**src/rtl/bdd_pkg.sv**
```systemverilog
// Shared types for the node SRAM read path: node word, fetch tag and the
// {data, tag} response record that travels through the response buffer.
package bdd_pkg;

  localparam int NODE_ADDR_WIDTH = 8;
  localparam int NODE_DATA_WIDTH = 34;
  localparam int FETCH_TAG_WIDTH = 4;

  typedef logic [NODE_DATA_WIDTH-1:0] node_word_t;
  typedef logic [FETCH_TAG_WIDTH-1:0] fetch_tag_t;

  typedef struct packed {
    node_word_t data;
    fetch_tag_t tag;
  } fetch_resp_t;

endpackage

```
**src/rtl/node_fetch_fifo.sv**
```systemverilog
// Small in-order response FIFO. The head entry is presented combinationally
// so the consumer sees a stable word for as long as it is not popped.
module node_fetch_fifo
  import bdd_pkg::*;
#(
  parameter int DEPTH = 3,
  parameter int CNT_W = $clog2(DEPTH + 1)
) (
  input  logic             clk,
  input  logic             rst_n,
  input  logic             push,
  input  fetch_resp_t      push_data,
  input  logic             pop,
  output fetch_resp_t      head,
  output logic [CNT_W-1:0] count
);

  localparam int PTR_W = (DEPTH > 1) ? $clog2(DEPTH) : 1;

  fetch_resp_t      mem [DEPTH];
  logic [PTR_W-1:0] wr_ptr_reg;
  logic [PTR_W-1:0] rd_ptr_reg;
  logic [CNT_W-1:0] count_reg;
  logic             pop_ok;

  // Pointers wrap modulo DEPTH, which need not be a power of two.
  function automatic logic [PTR_W-1:0] next_ptr(input logic [PTR_W-1:0] p);
    if (int'(p) == DEPTH - 1) return '0;
    return p + 1'b1;
  endfunction

  // Popping an empty FIFO is ignored so the count can never underflow.
  assign pop_ok = pop && (count_reg != '0);

  // Storage: entries carry no reset, only the occupancy state does.
  always_ff @(posedge clk) begin
    if (push) mem[wr_ptr_reg] <= push_data;
  end

  // Occupancy and pointer update; push+pop together leaves count unchanged.
  always_ff @(posedge clk or negedge rst_n) begin
    if (!rst_n) begin
      wr_ptr_reg <= '0;
      rd_ptr_reg <= '0;
      count_reg  <= '0;
    end else begin
      if (push)   wr_ptr_reg <= next_ptr(wr_ptr_reg);
      if (pop_ok) rd_ptr_reg <= next_ptr(rd_ptr_reg);
      if (push && !pop_ok)      count_reg <= count_reg + 1'b1;
      else if (!push && pop_ok) count_reg <= count_reg - 1'b1;
    end
  end

  assign head  = mem[rd_ptr_reg];
  assign count = count_reg;

endmodule

```
**src/rtl/node_fetch.sv**
```systemverilog
// Read-side front end for the node SRAM. Issues reads straight onto addr_b,
// captures q_b one cycle later (or a same-edge snooped write), and queues the
// result with its tag in a credit-protected response buffer.
module node_fetch
  import bdd_pkg::*;
#(
  parameter int ADDR_WIDTH = NODE_ADDR_WIDTH,
  parameter int DATA_WIDTH = NODE_DATA_WIDTH,
  parameter int TAG_WIDTH  = FETCH_TAG_WIDTH,
  parameter int BUF_DEPTH  = 3
) (
  input  logic                  clk,
  input  logic                  rst_n,
  input  logic                  req_valid,
  output logic                  req_ready,
  input  logic [ADDR_WIDTH-1:0] req_addr,
  input  logic [TAG_WIDTH-1:0]  req_tag,
  input  logic                  snoop_we,
  input  logic [ADDR_WIDTH-1:0] snoop_addr,
  input  logic [DATA_WIDTH-1:0] snoop_data,
  output logic [ADDR_WIDTH-1:0] sram_addr_b,
  input  logic [DATA_WIDTH-1:0] sram_q_b,
  output logic                  resp_valid,
  input  logic                  resp_ready,
  output logic [DATA_WIDTH-1:0] resp_data,
  output logic [TAG_WIDTH-1:0]  resp_tag,
  output logic                  busy
);

  localparam int CNT_W = $clog2(BUF_DEPTH + 1);

  logic                  inflight_reg;
  logic [TAG_WIDTH-1:0]  tag_reg;
  logic                  fwd_hit_reg;
  logic [DATA_WIDTH-1:0] fwd_data_reg;

  logic                  issue;
  logic                  pop;
  logic [CNT_W-1:0]      count;
  fetch_resp_t           push_data;
  fetch_resp_t           head;

  // The SRAM samples the request address at the issue edge itself.
  assign sram_addr_b = req_addr;

  // Credit check counts the in-flight read as an occupied slot, so a capture
  // can never find the buffer full. Uses registered state only.
  assign req_ready = rst_n && ((int'(count) + int'(inflight_reg)) < BUF_DEPTH);
  assign issue     = req_valid && req_ready;

  // Issue-side capture: remember the tag and any write landing at the same edge.
  always_ff @(posedge clk or negedge rst_n) begin
    if (!rst_n) begin
      inflight_reg <= 1'b0;
      tag_reg      <= '0;
      fwd_hit_reg  <= 1'b0;
      fwd_data_reg <= '0;
    end else begin
      inflight_reg <= issue;
      if (issue) begin
        tag_reg      <= req_tag;
        fwd_hit_reg  <= snoop_we && (snoop_addr == req_addr);
        fwd_data_reg <= snoop_data;
      end
    end
  end

  // Capture the read word; a write at the issue edge supersedes the SRAM's old data.
  always_comb begin
    push_data      = '0;
    push_data.data = fwd_hit_reg ? fwd_data_reg : sram_q_b;
    push_data.tag  = tag_reg;
  end

  assign pop = resp_valid && resp_ready;

  node_fetch_fifo #(
    .DEPTH (BUF_DEPTH)
  ) u_fifo (
    .clk       (clk),
    .rst_n     (rst_n),
    .push      (inflight_reg),
    .push_data (push_data),
    .pop       (pop),
    .head      (head),
    .count     (count)
  );

  assign resp_valid = (count != '0);
  assign resp_data  = head.data;
  assign resp_tag   = head.tag;
  assign busy       = inflight_reg || (count != '0);

endmodule

```
**config.mk**
```make
export PLATFORM = sky130hd
export DESIGN_NAME = node_fetch
export DESIGN_NICKNAME = d
export VERILOG_FILES = /design/src/rtl/bdd_pkg.sv /design/src/rtl/node_fetch_fifo.sv /design/src/rtl/node_fetch.sv
export SDC_FILE = /design/constraint.sdc
export NUM_CORES = 1
export LEC_CHECK = 0
export BUFFER_PORTS_ARGS = -buffer_cell sky130_fd_sc_hd__buf_2
export CAP_MARGIN = 20
export CORE_MARGIN = 8
export CORE_UTILIZATION = 59
export DETAILED_ROUTE_END_ITERATION = 7
export PLACE_DENSITY = 0.86
export SETUP_SLACK_MARGIN = 0.4
export SLEW_MARGIN = 30
export SYNTH_ARGS = -nofsm -noshare
export SYNTH_HDL_FRONTEND = slang
export SYNTH_HIERARCHICAL = 1
export SYNTH_SLANG_ARGS = --single-unit
```
**constraint.sdc**
```tcl
create_clock -name clk -period 8.25 [get_ports clk]
set_clock_uncertainty 0.2 [all_clocks]
set_input_delay 0.825 -clock clk [delete_from_list [all_inputs] [get_ports clk]]
set_output_delay 0.825 -clock clk [all_outputs]
set_load 0.005 [all_outputs]
```
==> results of run 1 <==
-- cell type report --
cell class | count | area (µm²) | area share (%)
Multi-Input combinational cell | 223 | 1970 | 24.5
Sequential cell | 160 | 4580 | 56.7
Inverter | 2 | 7.51 | 0.0931
Clock buffer | 24 | 493 | 6.11
Clock inverter | 8 | 78.8 | 0.977
Timing Repair Buffer | 148 | 758 | 9.40
Tap cell | 143 | 179 | 2.22
-- worst max-delay path by stage --
stage	cells after the start	endpoint	start
after floorplan	2	u_fifo/mem[1][0]$_DFFE_PP_	inflight_reg$_DFF_PN0_
after detailed placement	5	fwd_data_reg[33]$_DFFE_PN0P_	rst_n
final	4	resp_data[30]	u_fifo/rd_ptr_reg[0]$_DFFE_PN0P_
after global placement	5	fwd_data_reg[33]$_DFFE_PN0P_	rst_n
after CTS	4	resp_data[30]	u_fifo/rd_ptr_reg[0]$_DFFE_PN0P_
after global routing	4	resp_data[30]	u_fifo/rd_ptr_reg[0]$_DFFE_PN0P_
-- worst max-delay path, cell delays in order, from the launching register on --
cell and delay (ps):
dfrtp_2 540, buf_4 550, mux2i_1 320, o21ai_2 80, buf_2 150
-- power by group --
part           total (mW)  switching [mW]  internal [mW]  leakage [nW]
registers            1.17           0.111           1.06          1.58
logic               0.694           0.328          0.366          1.41
clock network       0.742           0.293          0.449         0.264
-- stage by stage --
step,std cells,instance area [µm²]
floorplan,416,6860
global placement,676,7500
detailed placement,676,7500
CTS,708,8070
global route,708,8070
finish,708,8070
-- cell usage after synthesis --
| cell type | number |
|---|---|
| buf_12 | 8 |
| o22ai_1 | 1 |
| nand3_1 | 1 |
| xnor2_1 | 5 |
| buf_2 | 8 |
| ha_1 | 3 |
| nor3b_1 | 1 |
| xor2_1 | 6 |
| or3_1 | 1 |
| and2_1 | 1 |
| nor2_1 | 2 |
| o21ai_1 | 35 |
| dfrtp_1 | 46 |
| edfxtp_1 | 114 |
| o21ai_0 | 1 |
| nand4_1 | 1 |
| clkbuf_1 | 1 |
| inv_1 | 2 |
| nor3_1 | 1 |
| buf_4 | 11 |
| mux2_4 | 37 |
| a21o_1 | 3 |
| or2_2 | 1 |
| buf_6 | 3 |
| and3b_2 | 1 |
| mux2i_1 | 38 |
| o21ai_2 | 4 |
| nand2b_1 | 1 |
| nor3_2 | 1 |
| mux2_2 | 35 |
| and4b_1 | 1 |
| nand2_1 | 41 |
| nor4_1 | 1 |
-- routing by layer --
metal  wire, µm  GRT usage [%]  vias up
li1           -              -     1793
met4        154           6.92        0
met2       6970           31.8      117
met3        648           4.58       13
met1       5310           20.1     1849
met5          0              0        -
-- logic make-up after synthesis --
logic type / Yosys count
AOI/OAI and AO/OA: 44
DFF: 160
and+or+nand+nor: 55
buffers and inverters: 33
muxes: 110
adders and majority gates: 3
xor gates and xnor gates: 11
==> reports/results.txt, run 1 <==
RSZ-0062 raised after global routing = no
Cts repair resizes = 0
Cell taking the most area after synthesis = edfxtp_1
Maxcap violations = 0
Least-Margin Pin Slew = 864 ps
Share of cells above drive strength 1 = 46.4%
CTS H-tree depth = 4
Setup TNS Final = 0 ps
WL/cell = 18.5 µm
All-Layer GR Usage = 17.8%
Fin Hold WS = 309 ps
Num CTS Buffers = 17
First-pass GRT wire length = 20,600 µm
Xor and xnor area share after synthesis = 1.41%
Vias in the first global route = 4,204
Hold endpoint = u_fifo/mem[2][0]$_DFFE_PP_
CTS tree = done
Fill cells = 734
# setup viols final = 0
Die H = 124 µm
Max reg flops = 114
Core area = 11,400 µm²
Area Overhead vs Synth = 17.7%
Hold Crit Start = tag_reg[0]$_DFFE_PN0P_
Die area = 15,300 µm²
Die width = 124 µm
Syn_area_per_cell = 16.5 µm²
Synth Area in Adders = 0.547%
Share of the synthesized area in the top cell type = 49.9%
Ranking of synthesized cells by area = edfxtp_1, dfrtp_1, mux2_4, mux2_2, mux2i_1
Post-Route WL = 13,100 µm
PwrDens = 323 nW/µm²
Tmin final = 3070 ps
Initial Util = 60.3%
HPWL after DPL = 8490 µm
R2r startpoint = u_fifo/count[0]$_DFFE_PN0P_
P_leak = 3.25 nW
Initial antenna violation count = 0
Library cells used by synthesis = 33
Post-Syn Instances = 416
I/O Buffers = 141
Commonest non-fill, non-tap cell in the layout = buf_2
Gp weighted congestion = 0.755
Synthesized flop and latch total = 160
Largest net degree at the start of global routing = 67
Final Core Density = 71.0%
Setup crit end kind = primary output
CTS sink cnt = 160
Post-route DRC = 0
Reg2reg setup slack = 5650 ps
Antenna viol nets, final = 0
I/O pin cnt = 142
Tot Pwr = 2.61 mW
FP Rows = 39
Crit path max fanout = 31
Maximum root-to-sink buffer count = 2
Hold crit path type = reg -> reg
Dpl ws = 5050 ps
CP arrival = 2050 ps
Clock Latency Late Sink = 400 ps
PnR worst setup slack = 5180 ps
CTS root buf = clkbuf_16
Ys Warns = 6
Routed vias/inst = 5.33
Number of nets in the layout = 648
Initial DRT Pass Iterations = 4
Syn Nets = 512
Reg clk slew, reported paths = 60 ps
FMAX = 0.325 GHz
Multiplexer share of the synthesized area = 19.4%
Largest family of logic cells by synthesized area = multiplexers
Worst vdd ir = 241 µV
Final-report hold violation count = 0
Reg2Reg Depth = 6
Seq/Total Area, Yosys = 66.7%
Simple-Gate Fraction of Synth Area = 3.59%
GRT overflow = 0
Synth Area in Compound Gates = 3.56%
Final Cycle Share = 37.3%
Outcome = finished clean
Critical Path Source Type = register
Commonest cells after routing, fill and taps aside = buf_2, edfxtp_1, dfrtp_1, nand2_1, mux2i_1
Worst Hold Path Cells = 0
Setup bufs post-CTS = 0
Critical path class = reg -> out
Drt initial violations = 202
Mapped Area = 6860 µm²
Hold buffers post-CTS = 0
R2r endpoint = fwd_data_reg[33]$_DFFE_PN0P_
Slew headroom = 42.4%
Antenna diodes = 0
Slew Viols, Final = 0
CP required = 7220 ps
Routed vias = 3,772
No activity file was read; power rests on OpenSTA's default activity.
==> inputs of run 2 (changes only) <==
Settings changed: CORE_UTILIZATION 59 to 49, PLACE_DENSITY 0.86 to 0.76.
Clock period 8.25 ns to 2.8 ns, I/O delays scaled along.
==> run 2 against run 1 <==
Effect of this change:
- cell count grew 13%
- sequential cell count is the same
- global-route usage shrank 1.9 points
- sequential power grew to 2.9 times the previous value
- critical endpoint is now fwd_data_reg[33]$_DFFE_PN0P_
- power grew to 3.1 times the previous value
- setup slack lost 4700 ps
- via count grew 5.3%
- design area grew 9.0%
- clock-buffer cell count shrank 3
- first-iteration DRC count grew 5.0%
- sequential share of layout area shrank 4.7 points
- register-to-register slack lost 5200 ps
==> reports/results.txt, run 2 (synthesis gave the netlist of run 1 again) <==
Outcome = finished clean
Post-route DRC = 0 (unchanged)
PwrDens = 908 nW/µm² (+180%)
All-Layer GR Usage = 15.9% (-1.9 points)
R2r startpoint = u_fifo/count[0]$_DFFE_PN0P_
Initial Util = 49.8% (-11 points)
Slew headroom = 43.0% (+0.62 points)
CTS tree = done
Critical Path Source Type = register
Slew Viols, Final = 0 (unchanged)
Cts repair resizes = 0 (unchanged)
Gp weighted congestion = 0.697 (-7.7%)
Routed vias = 3,971 (+5.3%)
Antenna viol nets, final = 0 (unchanged)
Maxcap violations = 0 (unchanged)
Vias in the first global route = 4,425 (+5.3%)
WL/cell = 17.2 µm (-6.7%)
Final Cycle Share = 82.4%
Share of cells above drive strength 1 = 42.2% (-4.2 points)
CTS root buf = clkbuf_16
Area after DPL = 7600 µm² (+1.5%)
Final instance area = 8790 µm² (+9.0%)
Setup bufs post-CTS = 0 (unchanged)
Max reg flops = 114 (unchanged)
GRT overflow = 0 (unchanged)
Critical path class = reg -> reg
HPWL after DPL = 8380 µm (-1.3%)
# setup viols final = 0 (unchanged)
Post-Place Cells = 713 (+5.5%)
DR top layer = met4
Met2 Wirelength = 7110 µm (+2.0%)
Met1 WL = 5780 µm (+8.9%)
Dpl ws = 500 ps (-4550 ps)
Commonest non-fill, non-tap cell in the layout = buf_2
Drt initial violations = 212 (+5.0%)
Die area = 18,000 µm² (+18%)
Area Overhead vs Synth = 28.2%
CTS H-tree depth = 4 (unchanged)
Clock Latency Late Sink = 410 ps (about the same)
Die H = 134 µm (+8.5%)
Final-report hold violation count = 0 (unchanged)
Setup TNS Final = 0 ps (unchanged)
RSZ-0062 raised after global routing = no
Least-Margin Pin Slew = 855 ps (-9.31 ps)
Worst setup path startpoint = u_fifo/count[0]$_DFFE_PN0P_
Initial antenna violation count = 0 (unchanged)
Number of nets in the layout = 704 (+8.6%)
Final Core Density = 63.8% (-7.1 points)
Setup crit end kind = register
Die width = 134 µm (+8.5%)
FP Rows = 43 (+10%)
I/O pin cnt = 142 (unchanged)
Maximum root-to-sink buffer count = 2 (unchanged)
Core area = 13,800 µm² (+21%)
CP arrival = 2400 ps (+350 ps)
Tmin final = 2310 ps
Routed vias/inst = 4.95 (-7.1%)
First-pass GRT wire length = 22,400 µm (+8.9%)
Commonest cells after routing, fill and taps aside = buf_2, edfxtp_1, dlygate4sd3_1, dfrtp_1, nand2_1
PnR worst setup slack = 492 ps (-4680 ps)
Largest net degree at the start of global routing = 80 (+19%)
FMAX = 0.433 GHz
Crit path max fanout = 41 (+32%)
P_leak = 3.53 nW (+8.5%)
Hold crit path type = in -> reg
I/O Buffers = 141 (unchanged)
Hold buffers post-CTS = 56 (+56)
Hold Crit Start = sram_q_b[4]
Final std cells w/o fill = 802 (+13%)
Reg clk slew, reported paths = 60 ps (about the same)
Worst vdd ir = 606 µV (+150%)
Initial DRT Pass Iterations = 4 (unchanged)
Metal3 WL = 808 µm (+25%)
Post-Route WL = 13,800 µm (+5.7%)
CTS sink cnt = 160 (unchanged)
Num CTS Buffers = 17 (unchanged)
CP required = 2890 ps (-4330 ps)
-- run 2: cell count changes in the layout (fill, tap and decap cells not counted), sizes merged --
cell	delta
clkbuf	-3
clkinv	+3
diode	+1
buf	+1
bufinv	+3
dlygate4sd3	+55
inv	-1
clkinvlp	-2
-- run 2: area by class of cell --
class                           instances  area (µm²)
Antenna cell                            1        2.50
Clock inverter                         11         165
Sequential cell                       160        4580
Inverter                                2        7.51
Fill cell                            1012        4980
Clock buffer                           21         440
Timing Repair Buffer                  204        1390
Tap cell                              180         225
Multi-Input combinational cell        223        1990
-- run 2: layer usage --
metal / up-vias / track usage [%]
met5: - / 0
met4: 0 / 4.55
met3: 14 / 5.24
met2: 114 / 27.3
met1: 1933 / 18.6
li1: 1910 / -
-- run 2: worst max-delay path, stage by stage, from the launching register on --
cell and delay [ps]:
dfrtp_1 460, ha_1 220, ha_1 260, nand2_1 80
and4b_2 260, buf_12 310, mux2_2 380
-- run 2: worst paths after layout --
check,depth (start not counted),slack (ps),endpoint
max in group asynchronous,4,1820,u_fifo/rd_ptr_reg[1]$_DFFE_PN0P_
min in group asynchronous,4,330,fwd_data_reg[10]$_DFFE_PN0P_
worst min register to register,0,290,u_fifo/mem[1][1]$_DFFE_PP_
worst max-delay path,6,490,fwd_data_reg[33]$_DFFE_PN0P_
worst max register to register,6,490,fwd_data_reg[33]$_DFFE_PN0P_
worst min-delay path,2,10,u_fifo/mem[1][8]$_DFFE_PP_
-- run 2: power by group --
part           internal (mW)  switching, mW
combinational           1.18           1.04
sequential              3.12          0.280
clock                   1.49          0.872
total                   5.79           2.19
-- run 2: through the flow --
step | power (mW) | hold WS (ps)
floorplan | 5.03 | -216
global placement | 5.54 | 269
detailed placement | 5.65 | 282
CTS | 8.08 | 0.304
global route | 8.41 | 7.48
finish | 7.98 | 13.0
==> inputs of run 3 (changes only) <==
Settings changed: ABC_AREA from default to 1, CORE_UTILIZATION 49 to 54, PLACE_DENSITY 0.76 to 0.8.
Clock period 2.8 ns to 2.22 ns, I/O delays scaled along.
==> run 3 against run 2 <==
Effect of this change:
- synthesized area shrank 3.4%
- critical endpoint is now resp_data[20]
- setup slack lost 340 ps
- clock power grew 27%
==> reports/results.txt, run 3 <==
EDFF count, synth = 114 (unchanged)
Mapped Area = 6620 µm² (-3.4%)
Num CTS Buffers = 17 (unchanged)
Maximum root-to-sink buffer count = 2 (unchanged)
R2r endpoint = u_fifo/count[1]$_DFFE_PN0P_
R2r startpoint = u_fifo/count[0]$_DFFE_PN0P_
Initial DRT Pass Iterations = 6 (+2)
FP Rows = 40 (-7.0%)
FMAX = 0.484 GHz
Crit path max-delay cell type = dfrtp_2
Worst vdd ir = 778 µV (+28%)
CTS root buf = clkbuf_16
Gp weighted congestion = 0.736 (+5.6%)
Die H = 127 µm (-5.6%)
Die width = 127 µm (-5.6%)
Async S/R FF share, synth = 28.7% (unchanged)
Setup crit end kind = primary output
Routed vias/inst = 5.54 (+12%)
Core area = 12,000 µm² (-13%)
Routed vias = 5,544 (+40%)
Slew Viols, Final = 0 (unchanged)
Commonest cells after routing, fill and taps aside = nand2_1, buf_2, edfxtp_1, dlygate4sd3_1, dfrtp_1
Cell with the most instances after synthesis = nand2_1
Final Core Density = 82.3% (+18 points)
CTS tree = done
Predominant post-synthesis flop cell = edfxtp_1
PwrDens = 1190 nW/µm² (+30%)
Post-Route WL = 21,300 µm (+54%)
CP arrival = 1640 ps (-760 ps)
Share of the synthesized area in the top cell type = 51.7% (+1.8 points)
Critical-path cell list = inv_2 > nor2_4 > buf_12 > clkbuf_16 > nand2_2 > nand3_2 > buf_6
Area Overhead vs Synth = 49.3%
Commonest cells post-synth = nand2_1, edfxtp_1, dfrtp_1
Hold endpoint = fwd_hit_reg$_DFFE_PN0P_
Post-Syn Instances = 585 (+41%)
Initial Util = 55.1% (+5.4 points)
Vias in the first global route = 5,511 (+25%)
CTS H-tree depth = 4 (unchanged)
First-pass GRT wire length = 27,400 µm (+22%)
Commonest non-fill, non-tap cell in the layout = nand2_1
Final-report hold violation count = 0 (unchanged)
Share of cells above drive strength 1 = 41.5% (-0.66 points)
Hold crit path type = in -> reg
Tmin final = 2060 ps
Worst path top cell family by delay = buffers and inverters
Area after DPL = 7530 µm² (-1.0%)
Clock Latency Late Sink = 430 ps (+20 ps)
Maxcap violations = 0 (unchanged)
I/O Buffers = 141 (unchanged)
HPWL after DPL = 10,100 µm (+21%)
Max stage delay on crit path = 440 ps (-20 ps)
Seq/Total Area, Yosys = 69.1% (+2.4 points)
Cell taking the most area after synthesis = edfxtp_1
Syn_area_per_cell = 11.3 µm² (-31%)
Syn Nets = 681 (+33%)
Worst Hold Path Cells = 7 (+5)
P_leak = 4.46 nW (+26%)
Worst path buffer plus inverter count = 4 (+3)
Number of nets in the layout = 933 (+33%)
Hold Crit Start = req_addr[4]
Antenna viol nets, final = 0 (unchanged)
CP required = 1800 ps (-1090 ps)
All-Layer GR Usage = 22.1% (+6.2 points)
Reg clk slew, reported paths = 60 ps (about the same)
Setup TNS Final = 0 ps (unchanged)
Post-route DRC = 0 (unchanged)
Worst setup path startpoint = u_fifo/rd_ptr_reg[0]$_DFFE_PN0P_
Initial antenna violation count = 3 (+3)
Ys Warns = 6 (unchanged)
Reg2Reg Depth = 10 (+4)
Final Cycle Share = 93.0%
Synthesized flop and latch total = 160 (unchanged)
Ranking of synthesized cells by area = edfxtp_1, dfrtp_1, nand2_1, mux2_2, nand3_1
Least-Margin Pin Slew = 674 ps (-181 ps)
# setup viols final = 0 (unchanged)
GRT overflow = 0 (unchanged)
Crit path max fanout = 7 (-83%)
RSZ-0062 raised after global routing = yes
I/O pin cnt = 142 (unchanged)
Final instance area = 9880 µm² (+12%)
Reg2reg setup slack = 240 ps (-250 ps)
CTS sink cnt = 160 (unchanged)
WL/cell = 21.3 µm (+23%)
Largest net degree at the start of global routing = 47 (-41%)
Library cells used by synthesis = 23 (-30%)
Drt initial violations = 632 (+200%)
Area of the multi-input gates = 2170 µm² (+9.5%)
Critical Path Source Type = register
Die area = 16,100 µm² (-11%)
Outcome = finished clean
Fill cells = 583 (-42%)
Slew headroom = 55.1% (+12 points)
Critical path class = reg -> out
Register area = 4580 µm² (about the same)
Max reg flops = 114 (unchanged)
run 3: cell count changes after synthesis, sizes merged, moves of 4 or more:
| cell | delta |
|---|---|
| xnor2 | -4 |
| nor2 | +5 |
| mux2 | -38 |
| o21ai | -34 |
| xor2 | -6 |
| mux2i | -38 |
| nand2 | +220 |
| nand3 | +43 |
| inv | +30 |
| clkbuf | +4 |
run 3: power breakdown:
| part | internal (mW) | switching (mW) | leakage (nW) |
|---|---|---|---|
| registers | 3.93 | 0.423 | 1.60 |
| logic | 2.04 | 2.33 | 2.56 |
| clock network | 1.86 | 1.13 | 0.295 |
run 3: per-stage QoR:
step / total power [mW] / cells / hold slack [ps] / worst slack, ps
final: 11.7 / 1001 / 23.4 / 155
after global routing: 12.2 / 1000 / 57.2 / 101
after CTS: 10.3 / 975 / 9.55 / 200
after detailed placement: 6.92 / 859 / 194 / 138
after global placement: 6.78 / 859 / 170 / 219
after floorplan: 5.74 / 585 / -274 / 479
run 3: cell families after synthesis:
kind of cell	synth area share [%]
adders and majority gates	0.567
muxes	5.78
buffers and inverters	4.82
and+or+nand+nor	18.9
xor gates and xnor gates	0.132
AOI/OAI and AO/OA	0.680
DFF	69.1
run 3: worst max-delay path by stage:
stage | endpoint | depth (start not counted)
4_1_cts | resp_data[17] | 6
5_1_grt | resp_data[20] | 7
3_3_place_gp | fwd_hit_reg$_DFFE_PN0P_ | 8
2_1_floorplan | fwd_data_reg[0]$_DFFE_PN0P_ | 9
3_5_place_dp | fwd_hit_reg$_DFFE_PN0P_ | 8
6_report | resp_data[20] | 7
run 3: cell type report:
cell class	instances	area share, %
antenna	4	0.101
clock buffer	19	4.38
clock inverter	13	1.71
inverter	32	1.42
multi-input combinational	361	22.0
sequential	160	46.3
tap	147	1.86
timing repair buffer	265	22.2
run 3: what timing repair did:
item / 4_1_cts / 5_1_grt
gates resized for setup: 30 / 119
pin swaps: 6 / 11
hold buffers: 76 / 0
setup buffers: 8 / 12
setup endpoints to repair: 106 / 100
endpoints found under the hold margin: 187 / 0
gates cloned: 0 / 10
run 3: worst min-delay path, cell delays in order:
cell,delay [ps]
buf_2,110
nand2_1,50
nand2_1,50
nand2_1,50
nor2_1,30
nand3_1,60
nand2_1,40
run 3: routing by layer:
| metal | wire length, µm | vias up | track usage (%) |
|---|---|---|---|
| li1 | - | 2439 | - |
| met1 | 7440 | 2677 | 23.1 |
| met2 | 11100 | 355 | 39.6 |
| met3 | 1750 | 73 | 6.24 |
| met4 | 971 | 0 | 11.9 |
| met5 | 0 | - | 0 |
